--- src/rtl/can_tx_pkg.sv ---
// Shared definitions for the CAN TX sequencer: register map, SR bits, commands,
// FSM states, status codes, frame payload and TX-buffer byte layout helpers.
package can_tx_pkg;

    localparam logic [7:0] ADDR_CMR = 8'd1;
    localparam logic [7:0] ADDR_SR  = 8'd2;
    localparam logic [7:0] ADDR_TXB = 8'd16;

    localparam int unsigned SR_TBS = 2;
    localparam int unsigned SR_TCS = 3;

    localparam logic [7:0] CMD_TR = 8'h01;
    localparam logic [7:0] CMD_AT = 8'h02;

`ifdef CAN_TX_EXT_ID_EN
    localparam int unsigned ID_W = 29;
`else
    localparam int unsigned ID_W = 11;
`endif

    typedef enum logic [2:0] {
        ST_IDLE,
        ST_POLL_TBS,
        ST_LOAD,
        ST_CMD,
        ST_POLL_TCS,
        ST_ABORT,
        ST_DONE
    } state_t;

    typedef enum logic [1:0] {
        STAT_SENT   = 2'b00,
        STAT_NO_TBS = 2'b01,
        STAT_TX_TMO = 2'b10
    } status_t;

    typedef struct packed {
        logic [28:0] id;
        logic        ext;
        logic        rtr;
        logic [3:0]  dlc;
        logic [63:0] data;
    } frame_t;

    function automatic logic [3:0] txb_hdr_len(input frame_t f);
        return f.ext ? 4'd5 : 4'd3;
    endfunction

    // Index of the final TX-buffer byte; DLC above 8 still loads only 8 bytes.
    function automatic logic [3:0] txb_last_idx(input frame_t f);
        logic [3:0] n;
        n = f.rtr ? 4'd0 : ((f.dlc > 4'd8) ? 4'd8 : f.dlc);
        return 4'(txb_hdr_len(f) + n - 4'd1);
    endfunction

    function automatic logic [7:0] txb_byte(input frame_t f, input logic [3:0] idx);
        logic [3:0] k;
        logic [7:0] b;
        k = 4'(idx - txb_hdr_len(f));
        b = 8'(f.data >> {k, 3'b000});
        if (idx == 4'd0) begin
            b = {f.ext, f.rtr, 2'b00, f.dlc};
        end else if (!f.ext) begin
            if (idx == 4'd1)      b = f.id[10:3];
            else if (idx == 4'd2) b = {f.id[2:0], f.rtr, 4'b0000};
        end else begin
            case (idx)
                4'd1:    b = f.id[28:21];
                4'd2:    b = f.id[20:13];
                4'd3:    b = f.id[12:5];
                4'd4:    b = {f.id[4:0], f.rtr, 2'b00};
                default: ;
            endcase
        end
        return b;
    endfunction

endpackage

--- src/rtl/can_avm_xfer.sv ---
// Single-transfer Avalon-MM master: a start request launches one read or write,
// held until the slave drops waitrequest; done_c/rdata_c mark completion.
module can_avm_xfer (
    input  logic       clk,
    input  logic       rst,
    input  logic       start,
    input  logic       wr,
    input  logic [7:0] addr,
    input  logic [7:0] wdata,
    output logic       done_c,
    output logic [7:0] rdata_c,
    output logic [7:0] avm_address,
    output logic       avm_chipselect,
    output logic       avm_write,
    output logic       avm_read,
    output logic [7:0] avm_writedata,
    input  logic [7:0] avm_readdata,
    input  logic       avm_waitrequest
);

    assign done_c  = avm_chipselect & ~avm_waitrequest;
    assign rdata_c = avm_readdata;

    // A start in the completion cycle chains the next transfer with no gap.
    always_ff @(posedge clk) begin
        if (rst) begin
            avm_address    <= '0;
            avm_chipselect <= 1'b0;
            avm_write      <= 1'b0;
            avm_read       <= 1'b0;
            avm_writedata  <= '0;
        end else if (start) begin
            avm_address    <= addr;
            avm_chipselect <= 1'b1;
            avm_write      <= wr;
            avm_read       <= ~wr;
            avm_writedata  <= wr ? wdata : 8'h00;
        end else if (done_c) begin
            avm_address    <= '0;
            avm_chipselect <= 1'b0;
            avm_write      <= 1'b0;
            avm_read       <= 1'b0;
            avm_writedata  <= '0;
        end
    end

endmodule

--- src/rtl/can_tx_sequencer.sv ---
// Sends one CAN frame per request through the PeliCAN register map.
// Define CAN_TX_EXT_ID_EN for 29-bit extended identifiers (adds frm_ext).
module can_tx_sequencer
    import can_tx_pkg::*;
#(
    parameter int unsigned TIMEOUT_CYCLES = 1000000
) (
    input  logic            csi_clk,
    input  logic            rsi_reset,
    output logic [7:0]      avm_address,
    output logic            avm_chipselect,
    output logic            avm_write,
    output logic            avm_read,
    output logic [7:0]      avm_writedata,
    input  logic [7:0]      avm_readdata,
    input  logic            avm_waitrequest,
    input  logic            frm_valid,
    output logic            frm_ready,
    input  logic [ID_W-1:0] frm_id,
`ifdef CAN_TX_EXT_ID_EN
    input  logic            frm_ext,
`endif
    input  logic            frm_rtr,
    input  logic [3:0]      frm_dlc,
    input  logic [63:0]     frm_data,
    output logic            busy,
    output logic            done,
    output logic [1:0]      status
);

    localparam int unsigned      CNT_W    = $clog2(TIMEOUT_CYCLES + 1);
    localparam logic [CNT_W-1:0] CNT_LAST = CNT_W'(TIMEOUT_CYCLES - 1);
    localparam logic [7:0]       TBS_MASK = 8'(1 << SR_TBS);
    localparam logic [7:0]       TCS_MASK = 8'(1 << SR_TCS);

    state_t           state;
    frame_t           frm;
    frame_t           frm_in_c;
    logic [3:0]       idx;
    logic [3:0]       nxt_idx_c;
    logic [CNT_W-1:0] cnt;
    logic             req_start_c;
    logic             req_wr_c;
    logic [7:0]       req_addr_c;
    logic [7:0]       req_wdata_c;
    logic             xfer_done_c;
    logic [7:0]       xfer_rdata_c;
    logic             in_flight_c;
    logic             tmo_c;
    logic             tbs_c;
    logic             tcs_c;

    always_comb begin
        frm_in_c      = '0;
        frm_in_c.id   = 29'(frm_id);
`ifdef CAN_TX_EXT_ID_EN
        frm_in_c.ext  = frm_ext;
`endif
        frm_in_c.rtr  = frm_rtr;
        frm_in_c.dlc  = frm_dlc;
        frm_in_c.data = frm_data;
    end

    // Timeout is only taken when no transfer is left hanging on the bus.
    assign in_flight_c = avm_chipselect & ~xfer_done_c;
    assign tmo_c       = (cnt >= CNT_LAST) & ~in_flight_c;
    assign tbs_c       = xfer_done_c & ((xfer_rdata_c & TBS_MASK) != 8'h00);
    assign tcs_c       = xfer_done_c & ((xfer_rdata_c & TCS_MASK) != 8'h00);
    assign nxt_idx_c   = idx + 4'd1;

    // Bus requests are decided in the cycle a transfer completes.
    always_comb begin
        req_start_c = 1'b0;
        req_wr_c    = 1'b0;
        req_addr_c  = ADDR_SR;
        req_wdata_c = 8'h00;
        case (state)
            ST_IDLE: req_start_c = frm_valid;
            ST_POLL_TBS: begin
                if (tbs_c) begin
                    req_start_c = 1'b1;
                    req_wr_c    = 1'b1;
                    req_addr_c  = ADDR_TXB;
                    req_wdata_c = txb_byte(frm, 4'd0);
                end else if (!tmo_c && !avm_chipselect) begin
                    req_start_c = 1'b1;
                end
            end
            ST_LOAD: begin
                if (xfer_done_c) begin
                    req_start_c = 1'b1;
                    req_wr_c    = 1'b1;
                    if (idx == txb_last_idx(frm)) begin
                        req_addr_c  = ADDR_CMR;
                        req_wdata_c = CMD_TR;
                    end else begin
                        req_addr_c  = ADDR_TXB + {4'b0000, nxt_idx_c};
                        req_wdata_c = txb_byte(frm, nxt_idx_c);
                    end
                end
            end
            ST_CMD: req_start_c = xfer_done_c;
            ST_POLL_TCS: begin
                if (tcs_c) begin
                    req_start_c = 1'b0;
                end else if (tmo_c) begin
                    req_start_c = 1'b1;
                    req_wr_c    = 1'b1;
                    req_addr_c  = ADDR_CMR;
                    req_wdata_c = CMD_AT;
                end else if (!avm_chipselect) begin
                    req_start_c = 1'b1;
                end
            end
            default: ;
        endcase
    end

    always_ff @(posedge csi_clk) begin
        if (rsi_reset) begin
            state     <= ST_IDLE;
            frm       <= '0;
            idx       <= '0;
            cnt       <= '0;
            frm_ready <= 1'b1;
            busy      <= 1'b0;
            done      <= 1'b0;
            status    <= STAT_SENT;
        end else begin
            done <= 1'b0;
            if (cnt != CNT_LAST) cnt <= cnt + CNT_W'(1);
            case (state)
                ST_IDLE: begin
                    if (frm_valid) begin
                        frm       <= frm_in_c;
                        state     <= ST_POLL_TBS;
                        cnt       <= '0;
                        frm_ready <= 1'b0;
                        busy      <= 1'b1;
                    end
                end
                ST_POLL_TBS: begin
                    if (tbs_c) begin
                        state <= ST_LOAD;
                        idx   <= '0;
                        cnt   <= '0;
                    end else if (tmo_c) begin
                        state  <= ST_DONE;
                        done   <= 1'b1;
                        status <= STAT_NO_TBS;
                        cnt    <= '0;
                    end
                end
                ST_LOAD: begin
                    if (xfer_done_c) begin
                        if (idx == txb_last_idx(frm)) begin
                            state <= ST_CMD;
                            cnt   <= '0;
                        end else begin
                            idx <= nxt_idx_c;
                        end
                    end
                end
                ST_CMD: begin
                    if (xfer_done_c) begin
                        state <= ST_POLL_TCS;
                        cnt   <= '0;
                    end
                end
                ST_POLL_TCS: begin
                    if (tcs_c) begin
                        state  <= ST_DONE;
                        done   <= 1'b1;
                        status <= STAT_SENT;
                        cnt    <= '0;
                    end else if (tmo_c) begin
                        state <= ST_ABORT;
                        cnt   <= '0;
                    end
                end
                ST_ABORT: begin
                    if (xfer_done_c) begin
                        state  <= ST_DONE;
                        done   <= 1'b1;
                        status <= STAT_TX_TMO;
                        cnt    <= '0;
                    end
                end
                ST_DONE: begin
                    state     <= ST_IDLE;
                    frm_ready <= 1'b1;
                    busy      <= 1'b0;
                end
                default: state <= ST_IDLE;
            endcase
        end
    end

    can_avm_xfer u_xfer (
        .clk             (csi_clk),
        .rst             (rsi_reset),
        .start           (req_start_c),
        .wr              (req_wr_c),
        .addr            (req_addr_c),
        .wdata           (req_wdata_c),
        .done_c          (xfer_done_c),
        .rdata_c         (xfer_rdata_c),
        .avm_address     (avm_address),
        .avm_chipselect  (avm_chipselect),
        .avm_write       (avm_write),
        .avm_read        (avm_read),
        .avm_writedata   (avm_writedata),
        .avm_readdata    (avm_readdata),
        .avm_waitrequest (avm_waitrequest)
    );

endmodule

--- config.mk ---
export PLATFORM = sky130hd
export DESIGN_NAME = can_tx_sequencer
export DESIGN_NICKNAME = d
export VERILOG_FILES = /design/src/rtl/can_tx_pkg.sv /design/src/rtl/can_avm_xfer.sv /design/src/rtl/can_tx_sequencer.sv
export SDC_FILE = /design/constraint.sdc
export NUM_CORES = 1
export LEC_CHECK = 0
export ABC_CLOCK_PERIOD_IN_PS = 3590
export BUFFER_PORTS_ARGS = -buffer_cell sky130_fd_sc_hd__buf_2
export CORE_UTILIZATION = 52
export CTS_CLUSTER_SIZE = 24
export DETAILED_ROUTE_END_ITERATION = 8
export PLACE_DENSITY_LB_ADDON = 0.25
export RECOVER_POWER = 100
export SYNTH_ARGS = -nofsm -noshare
export SYNTH_HDL_FRONTEND = slang
export SYNTH_SLANG_ARGS = --single-unit
export TNS_END_PERCENT = 10
--- constraint.sdc ---
create_clock -name csi_clk -period 3.59 [get_ports csi_clk]
set_input_delay 0.359 -clock csi_clk [delete_from_list [all_inputs] [get_ports csi_clk]]
set_output_delay 0.359 -clock csi_clk [all_outputs]
set_load 0.02 [all_outputs]
==> impl_metrics.tcl <==
set metrics [dict create \
    status "finished with violations" \
    violations "max-capacitance violations, max-slew violations" \
    routed_wl_um 15040 \
    postSynthCellCount 737 \
    gp_congestion 0.8600 \
    cts_buffers 17 \
    grt_pass1_vias 5040 \
    synth_ff_type "dfxtp_1" \
    p_total_mw 4.703 \
    synth_common_cells "195 x nand2_1, 128 x dfxtp_1, 105 x a21oi_1" \
    maxCapViolations 1 \
    ctsLongestPathBuffers 2 \
    rrSetupSlack_ns 0.51 \
    cp_max_fo 12 \
    ys_seq_area_share_pct 42.39 \
    nets 920 \
    tightest_slew_ns 1.511 \
    cp-end-kind "flop" \
    antennaDiodeCount 0 \
    grt_usage_pct 26.23 \
    cts_tree "done" \
    antenna_found_initial 0 \
    clk_pin_slew_worst_paths_ns 0.05 \
    die_area_um2 12060 \
    antenna_left 0 \
    yosys.area.top_type "dfxtp_1" \
    synth_area_leaders "dfxtp_1 42%, nand2_1 12%, a21oi_1 8.7%" \
    worstPathArrival_ns 3.39 \
    rsz0062_at_grt "no" \
    path_class "flop to flop" \
    io_buffers 106 \
    dr.first_iter.drc_count 402 \
    fmax_ghz 0.3247 \
    wl_per_cell_um 15.41 \
    finish.instance_area_um2 7113 \
    final-setup-viol-count 0 \
    finalHoldViolCount 0 \
    grt-ovfl-total 0 \
    seqPwrFrac_pct 38.9 \
    fin_crit_ns 3.080 \
    insertion_delay_ns 0.42 \
    cellPowerDensity_nw_per_um2 661.1 \
    syn_area_per_cell_um2 8.202 \
    hpwlAfterDp_um 10270 \
    synth_top_area_share_pct 42.39 \
    critPathRequiredTime_ns 3.90 \
    yosys_warnings 0 \
    synthArstFlopShare_pct 0 \
    setup_ws_ns 0.5100 \
    start_util_pct 53.16 \
    cts_htree_levels 4 \
    synth_seq_cells 128 \
    p_int_mw 3.159 \
    min_path_type "primary input to flop" \
    power_frac_comb_pct 25.3 \
    die_y_um 109.8 \
    ios 116 \
    crit_path_start_kind "flop" \
    synth_most_common_cell "nand2_1" \
    swShare_pct 32.83 \
    syn_area_um2 6045 \
    drive_above_1_share_pct 16.93 \
    fin_cells 976 \
    placed_area_um2 6615 \
    post-route-period-util_pct 85.79 \
    num_vias 5516 \
    cts_hold_buf 0 \
    p_leak_nw 2.779 \
    whs_ns 0.1712 \
    slew_headroom_pct -0.7149 \
    peakVddDrop_mv 0.3774 \
    preCtsSetupSlack_ns 0.5969 \
    die_w_um 109.8 \
    areaGrowthSynthToFinish_pct 17.68 \
    synth_cell_type_count 68 \
    via_per_inst 5.652 \
    final_util_pct 62.56 \
    rows 39 \
    place_inst 945 \
    grt_max_degree 109 \
    grt_pass1_wl_um 24020 \
    cts.sinks 128 \
    fp.coreArea_um2 11370 \
    clock_power_share_pct 35.8 \
    setup-tns-final_ns 0 \
    power.switching_mw 1.544 \
    drcViolationCount 0 \
    cts_resized 0 \
    finalMaxSlewViolations 81 \
    fin_skew_ns 0.007564 \
    cts_root_buf "clkbuf_16" \
    postCtsSetupBuffers 0 \
    synth-edff-count 0 \
    firstDrtPassIters 4 \
]
## power groups by stage
stage | registers, mW | logic [mW] | clock network (mW)
global route | 1.86 | 1.33 | 1.76
floorplan | 1.80 | 0.940 | 0
CTS | 1.82 | 1.23 | 1.70
global placement | 1.84 | 1.19 | 0
detailed placement | 1.85 | 1.22 | 0
finish | 1.83 | 1.19 | 1.68
## worst max-delay path, stage by stage (launching register included)
cell and delay (ns):
dfxtp_1 0.47, ha_1 0.36, xor2_1 0.21, xnor2_4 0.56
clkbuf_1 0.32, mux4_2 0.35, nor2_1 0.14, nor3_1 0.06
a221o_1 0.27, a22o_1 0.23
## per-layer routing
| layer | vias to the layer above | GRT usage, % | wire length [um] |
|---|---|---|---|
| li1 | 2725 | - | - |
| met1 | 2591 | 34.01 | 6913 |
| met2 | 175 | 41.43 | 6954 |
| met3 | 25 | 5.868 | 836 |
| met4 | 0 | 12.29 | 339 |
| met5 | - | 0 | 0 |
## flip-flops by register name, summed over array words and instances, names as in the netlist, 2 cells and up
name and cells:
frm 80, cnt 20, u_xfer.avm_writedata 8, u_xfer.avm_address 5, idx 4, state 3, status 2
## worst paths after layout
| path | startpoint | end | cells past startpoint |
|---|---|---|---|
| setup / recovery | idx[0] | u_xfer.avm_writedata[7] | 9 |
| hold / removal | frm_data[4] | frm[4] | 3 |
| setup reg to reg | idx[0] | u_xfer.avm_writedata[7] | 9 |
| hold reg to reg | frm[20] | frm[20] | 2 |
## cell usage in the layout (no fill, tap or decap), drive strengths merged, types with 7 or more instances in the layout
cell    count
o21ai      14
xnor2      13
a21oi     106
dfxtp     128
nor3       16
nor2       49
nand3      16
mux4       16
ha          7
buf        91
o211ai      9
nand2     195
inv        11
mux2i       9
a31oi       7
clkbuf     49
## final cells by class
cell class / instances / area (um^2)
repair buffers: 114 / 560.5
multi-input cells: 548 / 3189
well taps: 143 / 178.9
clock inverters: 5 / 77.57
flip-flops and latches: 128 / 2562
fillers: 1009 / 4257
clock buffers: 26 / 499.2
inverters: 12 / 45.04
## cells by family (layout without fill, tap and decap cells)
group	count (synthesis)	count (layout)	synth area share, %
AND/OR/NAND/NOR	316	316	22.75
multiplexers	25	25	7.700
buffers and inverters	63	157	4.450
flip-flops	128	128	42.39
other	1	3	0.06204
AO/OA/AOI/OAI	178	178	17.82
adder cells (fa/ha/maj)	7	7	1.449
XOR/XNOR	19	19	3.374
Note: power is estimated with default switching activity, not from simulation.
